### config.mk
export PLATFORM = sky130hd
export DESIGN_NAME = treeval_host_sequencer
export DESIGN_NICKNAME = d
export VERILOG_FILES = /design/src/rtl/treeval_host_sequencer.sv
export SDC_FILE = /design/constraint.sdc
export NUM_CORES = 1
export LEC_CHECK = 0
export BUFFER_PORTS_ARGS = -buffer_cell sky130_fd_sc_hd__buf_2
export CORE_MARGIN = 2
export CORE_UTILIZATION = 35
export CTS_BUF_LIST = sky130_fd_sc_hd__clkbuf_8 sky130_fd_sc_hd__clkbuf_16
export DETAILED_ROUTE_END_ITERATION = 10
export PLACE_DENSITY_LB_ADDON = 0.1
export SYNTH_ARGS = -nofsm -noshare
export SYNTH_HDL_FRONTEND = slang
export SYNTH_SLANG_ARGS = --single-unit
### constraint.sdc
create_clock -name clk -period 3.8 [get_ports clk]
set_input_delay 0.38 -clock clk [delete_from_list [all_inputs] [get_ports clk]]
set_output_delay 0.38 -clock clk [all_outputs]
set_load 0.01 [all_outputs]
### src/rtl/treeval_host_sequencer.sv
// Host-side initiator for the treeval controller command link: streams CONFIG,
// per-node NODE data fetched from an external table, then RUN, and collects the result.
module treeval_host_sequencer #(
  parameter int unsigned W_MSG          = 64,
  parameter int unsigned W_ADDR         = 10,
  parameter int unsigned MAX_DATA_WIDTH = 10,
  parameter int unsigned W_ACTION       = 3,
  parameter int unsigned W_REWARD       = 10,
  parameter int unsigned W_TMO          = 16,
  parameter int unsigned TIMEOUT_CYCLES = 50000
) (
  input  logic                       clk,
  input  logic                       rst,
  input  logic                       i_start,
  input  logic [W_ADDR-1:0]          i_num_nodes,
  output logic                       o_busy,
  output logic                       o_done,
  output logic                       o_timeout,
  output logic signed [W_REWARD-1:0] o_result_exp,
  output logic [W_ACTION-1:0]        o_result_act,
  output logic                       o_tbl_rd_en,
  output logic [W_ADDR-1:0]          o_tbl_raddr,
  input  logic [MAX_DATA_WIDTH-1:0]  i_tbl_parent,
  input  logic [MAX_DATA_WIDTH-1:0]  i_tbl_action,
  input  logic [MAX_DATA_WIDTH-1:0]  i_tbl_reward,
  input  logic [MAX_DATA_WIDTH-1:0]  i_tbl_weight,
  output logic [W_MSG-1:0]           o_cmd_msg,
  output logic                       o_cmd_rdy,
  input  logic                       i_cmd_ack,
  input  logic [W_MSG-1:0]           i_res_msg,
  input  logic                       i_res_rdy,
  output logic                       o_res_ack
);

  localparam int unsigned W_NODE_PAD = W_MSG - 4 - W_ADDR - MAX_DATA_WIDTH;
  localparam int unsigned W_CFG_PAD  = W_MSG - 4 - W_ADDR;
  localparam logic [W_TMO-1:0] TMO_LAST = W_TMO'(TIMEOUT_CYCLES - 1);

  typedef enum logic [3:0] {
    StIdle, StSendCfg, StFetch, StLatch, StSendPar, StSendAct, StSendRew, StSendWgt,
    StSendRun, StWaitRes
  } state_e;

  state_e                      r_state;
  logic [W_ADDR-1:0]           r_num;
  logic [W_ADDR-1:0]           r_idx;
  logic [W_TMO-1:0]            r_wdog;
  logic [MAX_DATA_WIDTH-1:0]   r_par, r_act, r_rew, r_wgt;
  logic                        r_busy, r_done, r_timeout, r_res_ack, r_cmd_rdy, r_tbl_rd_en;
  logic [W_ADDR-1:0]           r_tbl_raddr;
  logic [W_MSG-1:0]            r_cmd_msg;
  logic signed [W_REWARD-1:0]  r_result_exp;
  logic [W_ACTION-1:0]         r_result_act;

  logic [1:0]                  w_field;
  logic [MAX_DATA_WIDTH-1:0]   w_data;
  logic [W_MSG-1:0]            w_node_msg;
  logic [W_MSG-1:0]            w_msg;
  logic                        w_unused_res;

  // Upper result bits carry nothing for the host.
  assign w_unused_res = ^i_res_msg[W_MSG-1:W_REWARD+W_ACTION];

  // Select the node field carried by the current SEND_* state.
  always_comb begin
    w_field = 2'd0;
    w_data  = r_par;
    case (r_state)
      StSendAct: begin w_field = 2'd1; w_data = r_act; end
      StSendRew: begin w_field = 2'd2; w_data = r_rew; end
      StSendWgt: begin w_field = 2'd3; w_data = r_wgt; end
      default:   begin w_field = 2'd0; w_data = r_par; end
    endcase
  end

  assign w_node_msg = {2'd1, r_idx, w_field, {W_NODE_PAD{1'b0}}, w_data};

  // Build the message for the current send state (RUN is all zeros).
  always_comb begin
    w_msg = '0;
    case (r_state)
      StSendCfg:                                w_msg = {2'd2, 2'd0, {W_CFG_PAD{1'b0}}, r_num};
      StSendPar, StSendAct, StSendRew, StSendWgt: w_msg = w_node_msg;
      default:                                  w_msg = '0;
    endcase
  end

  // Sequencer FSM with registered outputs and per-handshake watchdog.
  always_ff @(posedge clk) begin
    if (rst) begin
      r_state      <= StIdle;
      r_num        <= '0;
      r_idx        <= '0;
      r_wdog       <= '0;
      r_par        <= '0;
      r_act        <= '0;
      r_rew        <= '0;
      r_wgt        <= '0;
      r_busy       <= 1'b0;
      r_done       <= 1'b0;
      r_timeout    <= 1'b0;
      r_res_ack    <= 1'b0;
      r_cmd_rdy    <= 1'b0;
      r_tbl_rd_en  <= 1'b0;
      r_tbl_raddr  <= '0;
      r_cmd_msg    <= '0;
      r_result_exp <= '0;
      r_result_act <= '0;
    end else begin
      r_done      <= 1'b0;
      r_timeout   <= 1'b0;
      r_res_ack   <= 1'b0;
      r_tbl_rd_en <= 1'b0;
      case (r_state)
        StIdle: begin
          if (i_start) begin
            r_num   <= i_num_nodes;
            r_idx   <= '0;
            r_wdog  <= '0;
            r_busy  <= 1'b1;
            r_state <= StSendCfg;
          end
        end
        StSendCfg, StSendPar, StSendAct, StSendRew, StSendWgt, StSendRun: begin
          if (!r_cmd_rdy) begin
            // Entering cycle doubles as the mandatory rdy-low gap between messages.
            r_cmd_rdy <= 1'b1;
            r_cmd_msg <= w_msg;
            r_wdog    <= '0;
          end else if (i_cmd_ack) begin
            r_cmd_rdy <= 1'b0;
            r_wdog    <= '0;
            case (r_state)
              StSendCfg: begin
                if (r_num == '0) begin
                  r_state <= StSendRun;
                end else begin
                  r_tbl_rd_en <= 1'b1;
                  r_tbl_raddr <= r_idx;
                  r_state     <= StFetch;
                end
              end
              StSendPar: r_state <= StSendAct;
              StSendAct: r_state <= StSendRew;
              StSendRew: r_state <= StSendWgt;
              StSendWgt: begin
                if (r_idx == r_num - W_ADDR'(1)) begin
                  r_state <= StSendRun;
                end else begin
                  r_idx       <= r_idx + W_ADDR'(1);
                  r_tbl_rd_en <= 1'b1;
                  r_tbl_raddr <= r_idx + W_ADDR'(1);
                  r_state     <= StFetch;
                end
              end
              default:   r_state <= StWaitRes;
            endcase
          end else if (r_wdog == TMO_LAST) begin
            r_cmd_rdy <= 1'b0;
            r_wdog    <= '0;
            r_done    <= 1'b1;
            r_timeout <= 1'b1;
            r_busy    <= 1'b0;
            r_state   <= StIdle;
          end else begin
            r_wdog <= r_wdog + W_TMO'(1);
          end
        end
        StFetch: r_state <= StLatch;
        StLatch: begin
          // Table data is valid the cycle after the read strobe.
          r_par   <= i_tbl_parent;
          r_act   <= i_tbl_action;
          r_rew   <= i_tbl_reward;
          r_wgt   <= i_tbl_weight;
          r_wdog  <= '0;
          r_state <= StSendPar;
        end
        StWaitRes: begin
          if (i_res_rdy) begin
            r_result_exp <= $signed(i_res_msg[W_REWARD-1:0]);
            r_result_act <= i_res_msg[W_REWARD+W_ACTION-1:W_REWARD];
            r_res_ack    <= 1'b1;
            r_done       <= 1'b1;
            r_busy       <= 1'b0;
            r_wdog       <= '0;
            r_state      <= StIdle;
          end else if (r_wdog == TMO_LAST) begin
            r_wdog    <= '0;
            r_done    <= 1'b1;
            r_timeout <= 1'b1;
            r_busy    <= 1'b0;
            r_state   <= StIdle;
          end else begin
            r_wdog <= r_wdog + W_TMO'(1);
          end
        end
        default: r_state <= StIdle;
      endcase
    end
  end

  assign o_busy       = r_busy;
  assign o_done       = r_done;
  assign o_timeout    = r_timeout;
  assign o_result_exp = r_result_exp;
  assign o_result_act = r_result_act;
  assign o_tbl_rd_en  = r_tbl_rd_en;
  assign o_tbl_raddr  = r_tbl_raddr;
  assign o_cmd_msg    = r_cmd_msg;
  assign o_cmd_rdy    = r_cmd_rdy;
  assign o_res_ack    = r_res_ack;

endmodule
## Yosys cells after proc, flatten, opt, wreduce, memory -nomap -nowiden

Cells that the tools add are included.

| storage, ports and cells | value |
|---|---|
| register bits after elaboration | 173 |
| bits in latches | 0 |
| memory bits (writable) | 0 |
| memory bits (read-only) | 0 |
| bits of input ports | 119 |
| memories | 0 |

| operators by class | value |
|---|---|
| add/subtract/negate cells | 3 |
| multiply operators | 0 |
| divide/modulo/power cells | 0 |
| magnitude comparators | 0 |
| eq/ne operators | 19 |
| shift-type cells | 0 |
| muxes and demuxes | 46 |
| bitwise operators | 4 |
| reduce and logical (&&, ||, !) cells | 18 |

Operator list:

| kind | count |
|---|---|
| case mux 64 bit (2 select lines) | 1 |
| 2-to-1 mux 16 bit | 5 |
| case mux 16 bit (4 select lines) | 1 |
| 2-to-1 mux 10 bit | 6 |
| case mux 10 bit (2 select lines) | 2 |
| case mux 4 bit (5 select lines) | 2 |
| case mux 10 bit (3 select lines) | 1 |
| 2-to-1 mux 4 bit | 7 |
| adder 16 x 1 -> 16 bit, second input constant | 1 |
| equality test 16 bit, second input constant | 1 |
| equality test 4 x 3 -> 1 bit, second input constant | 4 |
| 2-to-1 mux 1 bit | 16 |
| != test 2 bit, second input constant | 8 |
| AND reduction 6 bit | 2 |
| adder 10 x 1 -> 10 bit, second input constant | 1 |
| equality test 10 bit | 1 |
| logical NOT 10 bit | 1 |
| AND reduction 2 bit | 5 |
| subtractor 10 x 1 -> 10 bit, second input constant | 1 |
| equality test 4 x 2 -> 1 bit, second input constant | 2 |
| equality test 4 bit, second input constant | 2 |
| OR reduction 4 bit | 2 |
| case mux 1 bit (2 select lines) | 3 |
| case mux 2 bit (3 select lines) | 1 |
| 10 further kinds | 14 |

## Logic depth before layout (Yosys ltp)

Gate-level depths: netlist of the first run.

| depth | value |
|---|---|
| depth after elaboration | 7 |
| gate-level depth with buffers | 10 |

## Worst setup path before layout of the first run

OpenSTA, ideal clock, no wires.

| path | value |
|---|---|
| kind | register to register |
| from | register r_num[0] |
| to | register r_tbl_raddr[1] (netlist: o_tbl_raddr[1]) |
| setup time | 123 ps |
| arrival time | 2515 ps |
| required time | 3677 ps |
| path slack | 1162 ps |
| cell stages (with the launch flop) | 11 |
| buffers on the path | 2 |
| period minus slack after synthesis | 2638 ps |
| path through | dfxtp_1 > buf_6 > inv_1 > ha_1 > or4b_4 > a2111oi_0 > nor3_1 > or3_1 > o21ai_2 > buf_4 > mux2_1 |

| between the ends | value |
|---|---|
| word-level cells in the longest chain between the ends | 4 |
| elaborated cells between the ends (all ways) | 6 |
| those cells by class | 1 x add/sub; 3 x eq/ne; 2 x reduce/logical |

Ends and longest elaborated chain:

| what | line | text |
|---|---|---|
| start: declaration | 45 | `logic [W_ADDR-1:0] r_num;` |
| start signal: assignment | 117 | `r_num <= i_num_nodes;` |
| subtractor 10 x 1 -> 10 bit | 147 | `if (r_idx == r_num - W_ADDR'(1)) begin` |
| equality test 10 bit | 147 |  |
| != test 2 bit (no source line) | -- |  |
| AND reduction 6 bit (no source line) * | -- |  |
| end signal: assignment | 139 | `r_tbl_raddr <= r_idx;` |
| end signal: assignment | 152 | `r_tbl_raddr <= r_idx + W_ADDR'(1);` |
| end: declaration | 50 | `logic [W_ADDR-1:0] r_tbl_raddr;` |

Mark *: on every way between the ends. The rest lies on a longest branch, timed or not.
A chain may end at the register's enable or synchronous reset.

## Worst setup path after layout of the first run

| path | value |
|---|---|
| from | register r_num[0] |
| to | register r_tbl_raddr[0] (netlist: o_tbl_raddr[0]) |

Same word-level chain as after synthesis.

==> results.txt, run 1 <==
Worst r2r path cells - 8
I/O Buffers - 120
Critical Path Stages - 8
YS warnings - 0
Crit end category - register
Top cells by area, synth - dfxtp_1 41%, nand2_1 9.1%, a21oi_1 7.9%
Buf+Inv Stages, Crit Path - 1
Area leader, netlist - dfxtp_1
Vias in the first global route - 5499
Delay-heaviest family, CP - simple AND/OR/NAND/NOR gates
Setup TNS Final - 0 ps
CTS root buffer - clkbuf_16
Total Nets Final - 1047
Hold Crit Start - i_res_msg[1]
DP Cell Count - 1140
Non-Filler Instances - 1171
DR pass1 iterations - 5
GRT Overall Usage - 18.3%
Capturing point of the worst reg2reg path - o_tbl_raddr[0]
Mapped Area - 0.00656 mm²
Cell Pwr Density - 517 mW/mm²
Req. time, crit path - 4110 ps
Critical path's slowest cell - or4b_4
Worst hold path class - input port to register
Internal power - 0.00280 W
Comb power frac - 19.0%
Clock slew at reported path FFs - 60 ps
Worst skew pair latency - 420 ps
Hold_buf cts - 0
Synthesis-to-finish area growth - 19.0%
Vias per inst - 4.99
Count of cell types in the netlist - 59
Die X - 141 µm
Dpl ws - 700 ps
Fillers - 2018
Worst setup path startpoint - r_num[0]
# setup viols final - 0
RSZ-0062 raised after global routing - false
Final critical-path required period - 3090 ps
CTS tree - yes
Starting density of the core - 35.3%
Worst-margin pin slew - 1150 ps
Largest net degree at the start of global routing - 71
EDFF count, synth - 0
Max_cap viols - 0
Wirelength per Cell - 15.4 µm
Vias - 5843
H-tree depth - 4
Setup Buffers After CTS - 0
Routed WL - 18000 µm
Critical Path, Cell by Cell - inv_1 -> ha_1 -> or4b_4 -> a2111oi_0 -> nor3_1 -> or3_1 -> o21ai_2 -> mux2_2
Syn Inst Count - 829
DRC viols - 0
Worst vdd ir - 338 µV
Syn avg cell area - 7.91 µm²
Top FF cell, synth - dfxtp_1
Clock power share - 42.6%
Share of cells above drive strength 1 - 19.3%
First-pass GRT wire length - 29000 µm
WP data arrival - 3390 ps
Critical-path maximum fanout - 11
Sw Pwr - 0.00123 W
Initial DRC count - 273
CTS buffer count - 17
Flop pwr share - 38.4%
Die extent in y - 141 µm
Critical R2R Launch - r_num[0]
Antenna viol nets, final - 0
Final worst-path cycle share - 81.2%
Crit path capture - o_tbl_raddr[0]
Core area - 0.0186 mm²
Startpoint Class - register
Leak Pwr - 3.06 nW
Final critical-path setup slack - 714 ps
Die ar. - 0.0199 mm²
Slowest cell delay on critical path - 520 ps
Async S/R FF share, synth - 0%
Final GP Congestion - 0.807
Sw frac - 30.6%
Num ports - 212
FF+latch count, synth - 133
Post-DP HPWL - 12500 µm
PostCTS Resize Cnt - 0
Total gr overflow - 0
Reg-to-reg slack, setup - 710 ps
Post-synth top area share - 40.6%
Clk sinks - 133
F_max - 0.324 GHz
Sequential share of the synthesized area - 40.6%
Commonest non-fill, non-tap cell in the layout - nand2_1
Most frequent cells in the layout - 159 x nand2_1, 133 x dfxtp_1, 119 x buf_2
CTS Buffer Depth - 2
Antenna violations before repair - 0
Setup Crit Path Kind - register to register
Skew final - 9.67 ps
Final hold vios - 0
Rows - 50
Fin Hold WS - 190 ps
Slew Viols, Final - 0
Status - finished, final reports clean
Slew headroom - 22.7%
==> final cells by class <==
| type | count | area [µm²] | share of cell area [%] |
|---|---|---|---|
| multi-input cells | 622 | 3460 | 44.3 |
| flip-flops and latches | 133 | 2660 | 34.1 |
| repair buffers | 133 | 713 | 9.14 |
| clock buffers | 17 | 425 | 5.45 |
| well taps | 234 | 293 | 3.75 |
| clock inverters | 13 | 185 | 2.37 |
| inverters | 18 | 67.6 | 0.866 |
| diodes | 1 | 2.50 | 0.0321 |
==> through the flow <==
stage	util [%]	area, µm²	power (W)
2_1_floorplan	-	6710	0.00214
3_3_place_gp	38.7	7190	0.00235
3_5_place_dp	38.7	7190	0.00235
5_1_grt	42.0	7800	0.00423
6_report	42.0	7800	0.00404
4_1_cts	42.0	7800	0.00408
==> tightest hold or removal path, cell delays in order <==
cell and delay, ps:
buf_2 90, nand2_1 40, a21oi_1 50
==> sequential cells by signal, summed over array words and instances (netlist names) <==
register      count
r_num            10
o_result_act      3
o_res_ack         1
r_act            10
r_wgt            10
r_state           4
o_timeout         1
o_tbl_rd_en       1
o_cmd_msg        24
o_tbl_raddr      10
r_rew            10
o_done            1
o_result_exp     10
o_cmd_rdy         1
o_busy            1
r_idx            10
r_par            10
r_wdog           16
==> worst min path at each step <==
stage / endpoint / depth (start not counted)
floorplan: r_par[5] / 2
global placement: o_cmd_msg[57] / 2
detailed placement: o_cmd_msg[56] / 2
CTS: o_result_exp[7] / 3
global route: o_result_exp[0] / 3
finish: o_result_exp[1] / 3
==> cell families after synthesis <==
logic type	Yosys count	synth area share [%]
AOI/OAI and AO/OA	195	18.2
other	1	0.0572
muxes	22	4.31
DFF	133	40.6
xor gates and xnor gates	30	4.00
adders and majority gates	3	0.572
and+or+nand+nor	332	23.3
buffers and inverters	113	9.02
==> power by group through the flow <==
stage	clock network (W)	registers (W)	logic, W
2_1_floorplan	0	0.00154	0.000597
3_3_place_gp	0	0.00158	0.000768
3_5_place_dp	0	0.00158	0.000767
4_1_cts	0.00176	0.00155	0.000770
5_1_grt	0.00181	0.00156	0.000853
6_report	0.00172	0.00155	0.000767
==> metal layers <==
layer / vias to the layer above / track usage (%) / share of wire (%)
met5: - / 0 / 0
met4: 0 / 5.26 / 1.3
met3: 19 / 4.89 / 4.7
met2: 125 / 29.1 / 46
met1: 2714 / 24.6 / 48
li1: 2985 / - / -
==> cells in the mapped netlist, drive strengths merged (3+ instances only) <==
cell     instances
nand3b           3
buf             47
nand2b           8
nand2          159
o31ai            5
mux2i            8
and3            15
mux2            10
nor2b           16
nor3             7
xor2             9
o2111ai         10
nor2            67
or4              4
or4b             3
a211oi           8
a221oi           3
o211ai           8
nor4             4
a21oi          104
a22oi           17
o21ai           22
xnor2           21
or2              3
or3              7
mux4             4
nand3           18
nand4           10
inv             18
clkbuf          48
dfxtp          133
ha               3
(Power assumes the default switching activity.)
==> run 2, diff against run 1 <==
clock period = 3.1 ns   (was 3.8 ns; I/O delays follow)
==> results.txt, run 2 (same netlist as run 1, synthesis figures left out) <==
PostCTS Resize Cnt - 0 (unchanged)
Starting density of the core - 35.3% (unchanged)
Critical Path, Cell by Cell - inv_1 -> ha_1 -> or4b_4 -> a2111oi_0 -> nor3_1 -> or3_1 -> o21ai_2 -> buf_4 -> mux2_2
Vias - 5918 (+1.3%)
Slew headroom - 47.4% (+25 points)
Worst hold path class - input port to register
Final worst-path cycle share - 90.2% (+9.0 points)
First-pass GRT wire length - 29000 µm (+0.17%)
Synthesis-to-finish area growth - 19.9%
Startpoint Class - register
Antenna fix cells - 0 (-1)
Die extent in y - 141 µm (unchanged)
# setup viols final - 0 (unchanged)
Worst vdd ir - 359 µV (+6.0%)
H-tree depth - 4 (unchanged)
Commonest non-fill, non-tap cell in the layout - nand2_1
Final GP Congestion - 0.801 (-0.73%)
Leak Pwr - 3.11 nW (+1.6%)
Initial DRC count - 276 (+1.1%)
Buf+Inv Stages, Crit Path - 2 (+1)
Worst skew pair latency - 430 ps (about the same)
Slew Viols, Final - 0 (unchanged)
Status - finished, final reports clean
I/O Buffers - 120 (unchanged)
Slowest cell delay on critical path - 520 ps (about the same)
Setup TNS Final - 0 ps (unchanged)
Crit end category - register
CTS tree - yes
Final critical-path required period - 2800 ps (-289 ps)
Core area - 0.0186 mm² (unchanged)
Placed cell area - 0.00727 mm² (+1.1%)
Clock slew at reported path FFs - 60 ps (about the same)
Die ar. - 0.0199 mm² (unchanged)
GRT Overall Usage - 18.5% (+0.20 points)
Antenna viol nets, final - 0 (unchanged)
Non-Filler Instances - 1184 (+1.1%)
Final hold vios - 0 (unchanged)
Antenna violations before repair - 0 (unchanged)
Hold_buf cts - 0 (unchanged)
Num ports - 212 (unchanged)
Max reg flops - 24 (unchanged)
Vias in the first global route - 5498 (-0.018%)
Share of cells above drive strength 1 - 20.6% (+1.3 points)
Rows - 50 (unchanged)
CTS buffer count - 17 (unchanged)
Die X - 141 µm (unchanged)
Delay-heaviest family, CP - simple AND/OR/NAND/NOR gates
Skew final - 9.84 ps (+0.174 ps)
CTS root buffer - clkbuf_16
RSZ-0062 raised after global routing - false
Post-DP HPWL - 12800 µm (+2.7%)
DRC viols - 0 (unchanged)
F_max - 0.358 GHz (+10%)
Max_cap viols - 0 (unchanged)
Setup Buffers After CTS - 0 (unchanged)
Cell Pwr Density - 622 mW/mm² (+20%)
Total Nets Final - 1059 (+1.1%)
Vias per inst - 5.00 (+0.17%)
Clk sinks - 133 (unchanged)
Critical path's slowest cell - or4b_4
Req. time, crit path - 3410 ps (-700 ps)
Largest net degree at the start of global routing - 53 (-25%)
CTS Buffer Depth - 2 (unchanged)
Most frequent cells in the layout - 159 x nand2_1, 133 x dfxtp_1, 119 x buf_2
Final Cell Area - 0.00787 mm² (+0.79%)
DR pass1 iterations - 5 (unchanged)
WP data arrival - 3110 ps (-280 ps)
Setup Crit Path Kind - register to register
Worst-margin pin slew - 786 ps (-363 ps)
Final Util - 42.3% (+0.33 points)
Total gr overflow - 0 (unchanged)
Critical-path maximum fanout - 11 (unchanged)
Wirelength per Cell - 15.4 µm (-0.28%)
DP Cell Count - 1152 (+1.1%)
Routed WL - 18200 µm (+0.83%)
## run 2: cell types whose count changed in the layout (fill, tap and decap cells not counted), sizes merged
cell and change:
bufinv -3, buf +12, diode -1, inv +2
clkinv -1, clkbuf +4
## run 2: area by class of cell
cell class	instances	area (µm²)
fill	2015	10700
tap	234	293
timing repair buffer	145	791
multi-input combinational	622	3460
sequential	133	2660
clock buffer	21	480
inverter	18	67.6
clock inverter	11	116
## run 2: final timing paths
check / startpoint / end / slack [ps] / cells after the start
hold reg to reg: o_cmd_msg[57] / o_cmd_msg[57] / 450 / 2
setup / recovery: r_num[0] / o_tbl_raddr[0] / 300 / 9
setup reg to reg: r_num[0] / o_tbl_raddr[0] / 300 / 9
hold / removal: i_res_msg[3] / o_result_exp[3] / 110 / 3
## run 2: per-stage QoR
step                total power, W  hold slack, ps  worst slack [ps]
floorplan                  0.00262             432               462
global placement           0.00292             437               327
detailed placement         0.00292             443               285
CTS                        0.00495             104               273
global route               0.00516             104              64.4
finish                     0.00490             115               303
## run 2: report_power, final
group          total (W)  internal [W]  leakage [nW]  switching (W)
clock            0.00202       0.00120         0.291       0.000813
combinational   0.000986      0.000349          1.74       0.000637
sequential       0.00189       0.00178          1.07       0.000111
total            0.00490       0.00334          3.11        0.00156
## run 2: per-layer routing
| metal | track usage [%] | vias to the layer above | wire length (µm) |
|---|---|---|---|
| met1 | 24.9 | 2753 | 8700 |
| met2 | 30.2 | 134 | 8580 |
| met3 | 4.04 | 12 | 739 |
| met5 | 0 | - | 0 |
| met4 | 5.05 | 0 | 167 |
| li1 | - | 3019 | - |
## run 2: tightest hold or removal path, delay by kind of cell
| family | cells | cell delay, ps |
|---|---|---|
| buffers and inverters | 1 | 90 |
| AOI/OAI and AO/OA | 1 | 50 |
| and+or+nand+nor | 1 | 40 |
==> run 3, diff against run 2 <==
CORE_ASPECT_RATIO = 1.5   (was not set)
==> results.txt, run 3 (same netlist as run 1, synthesis figures left out) <==
Final hold vios - 0 (unchanged)
Reg-to-reg slack, setup - 290 ps (-20 ps)
Starting density of the core - 35.5% (+0.21 points)
Fillers - 1957 (-2.9%)
Comb power frac - 19.8% (-0.3 points)
Skew final - 12.5 ps (+2.62 ps)
Clk sinks - 133 (unchanged)
CTS Buffer Depth - 2 (unchanged)
Vias per inst - 4.99 (-0.27%)
Final Util - 43.0% (+0.67 points)
Vias in the first global route - 5760 (+4.8%)
Num ports - 212 (unchanged)
Clock power share - 43.2% (+2.0 points)
Sw Pwr - 0.00159 W (+1.6%)
Core area - 0.0185 mm² (-0.59%)
Total gr overflow - 0 (unchanged)
Dpl ws - 282 ps (-2.74 ps)
Die X - 116 µm (-18%)
Setup TNS Final - 0 ps (unchanged)
Antenna viol nets, final - 0 (unchanged)
Req. time, crit path - 3400 ps (about the same)
Synthesis-to-finish area growth - 21.1%
Slew headroom - 16.3% (-31 points)
Wirelength per Cell - 15.2 µm (-0.82%)
Share of cells above drive strength 1 - 20.7% (+0.022 points)
Hold_buf cts - 0 (unchanged)
# setup viols final - 0 (unchanged)
Critical-path maximum fanout - 11 (unchanged)
Cell Pwr Density - 641 mW/mm² (+3.0%)
Hold Crit Endpoint - r_act[0]
Critical R2R Launch - r_num[1]
Antenna violations before repair - 0 (unchanged)
Die extent in y - 172 µm (+22%)
Routed WL - 18300 µm (+0.60%)
First-pass GRT wire length - 29400 µm (+1.3%)
Antenna fix cells - 0 (unchanged)
Worst hold path class - input port to register
Max reg flops - 24 (unchanged)
Final critical-path required period - 2810 ps (+17.2 ps)
Total Nets Final - 1058 (-0.094%)
Die ar. - 0.0199 mm² (+0.11%)
Worst vdd ir - 342 µV (-4.7%)
Worst hold stages - 3 (unchanged)
H-tree depth - 4 (unchanged)
F_max - 0.355 GHz (-0.61%)
CTS tree - yes
WP data arrival - 3110 ps (about the same)
Crit end category - register
GRT Overall Usage - 18.9% (+0.40 points)
Commonest non-fill, non-tap cell in the layout - nand2_1
Final GP Congestion - 0.815 (+1.7%)
Setup Buffers After CTS - 0 (unchanged)
Rows - 61 (+22%)
Status - finished, final reports clean
Initial DRC count - 373 (+35%)
RSZ-0062 raised after global routing - false
Max_cap viols - 0 (unchanged)
Post-DP HPWL - 13100 µm (+2.6%)
Worst-margin pin slew - 1250 ps (+459 ps)
CTS root buffer - clkbuf_16
Final worst-path cycle share - 90.8% (+0.56 points)
Power Total - 0.00509 W (+4.0%)
Sw frac - 31.1% (-0.74 points)
CTS buffer count - 17 (unchanged)
Hold Crit Start - i_tbl_action[0]
Worst r2r path cells - 9 (unchanged)
Startpoint Class - register
Most frequent cells in the layout - 159 x nand2_1, 133 x dfxtp_1, 119 x buf_2
Flop pwr share - 37.1% (-1.5 points)
DRC viols - 0 (unchanged)
Worst skew pair latency - 430 ps (about the same)
Clock slew at reported path FFs - 70 ps (about the same)
Slew Viols, Final - 0 (unchanged)
I/O Buffers - 120 (unchanged)
PostCTS Resize Cnt - 0 (unchanged)
Capturing point of the worst reg2reg path - o_tbl_raddr[8]
Leak Pwr - 3.14 nW (+0.83%)
Vias - 5987 (+1.2%)
DR pass1 iterations - 5 (unchanged)
Final critical-path setup slack - 286 ps (-17.2 ps)
Internal power - 0.00350 W (+5.1%)
Largest net degree at the start of global routing - 51 (-3.8%)
Setup Crit Path Kind - register to register
## run 3: worst max-delay path: stages, from the launching register on
cell       delay [ps]
dfxtp_1           350
inv_1              70
ha_1              250
or4b_4            510
a2111oi_0         320
nor3_1            130
or3_1             380
o21ai_2           200
buf_12            160
mux2_1            330
## run 3: layer usage
| metal | track usage, % | wire [µm] | share of wire (%) |
|---|---|---|---|
| met1 | 21.5 | 7590 | 42 |
| met2 | 33.6 | 9460 | 52 |
| met3 | 3.45 | 669 | 3.7 |
| met4 | 9.37 | 566 | 3.1 |
| met5 | 0 | 0 | 0 |
## run 3: worst max path at each step
stage | end | depth (start not counted) | startpoint
floorplan | o_tbl_raddr[1] | 10 | r_num[0]
global placement | o_tbl_raddr[0] | 9 | r_num[1]
detailed placement | o_tbl_raddr[0] | 9 | r_num[1]
CTS | o_tbl_raddr[8] | 9 | r_num[1]
global route | r_idx[5] | 8 | r_num[1]
finish | o_tbl_raddr[8] | 9 | r_num[1]
## run 3: area by class of cell
cell class / count / area [µm²] / area share, %
multi-input combinational: 622 / 3460 / 43.6
sequential: 133 / 2660 / 33.5
timing repair buffer: 144 / 796 / 10.0
clock buffer: 17 / 425 / 5.36
tap: 252 / 315 / 3.97
clock inverter: 15 / 214 / 2.69
inverter: 18 / 67.6 / 0.851
## run 3: per-stage QoR
step / cells / hold WS, ps / instance area, µm²
2_1_floorplan: 868 / 432 / 6710
3_3_place_gp: 1169 / 436 / 7300
3_5_place_dp: 1169 / 443 / 7300
4_1_cts: 1201 / 96.5 / 7940
5_1_grt: 1201 / 109 / 7940
6_report: 1201 / 114 / 7940
## run 3: power by group through the flow
stage,sequential (W),combinational [W],clock (W)
6_report,0.00189,0.00101,0.00220
5_1_grt,0.00190,0.00113,0.00231
4_1_cts,0.00189,0.00102,0.00225
3_5_place_dp,0.00192,0.00101,0
3_3_place_gp,0.00192,0.00102,0
2_1_floorplan,0.00189,0.000732,0
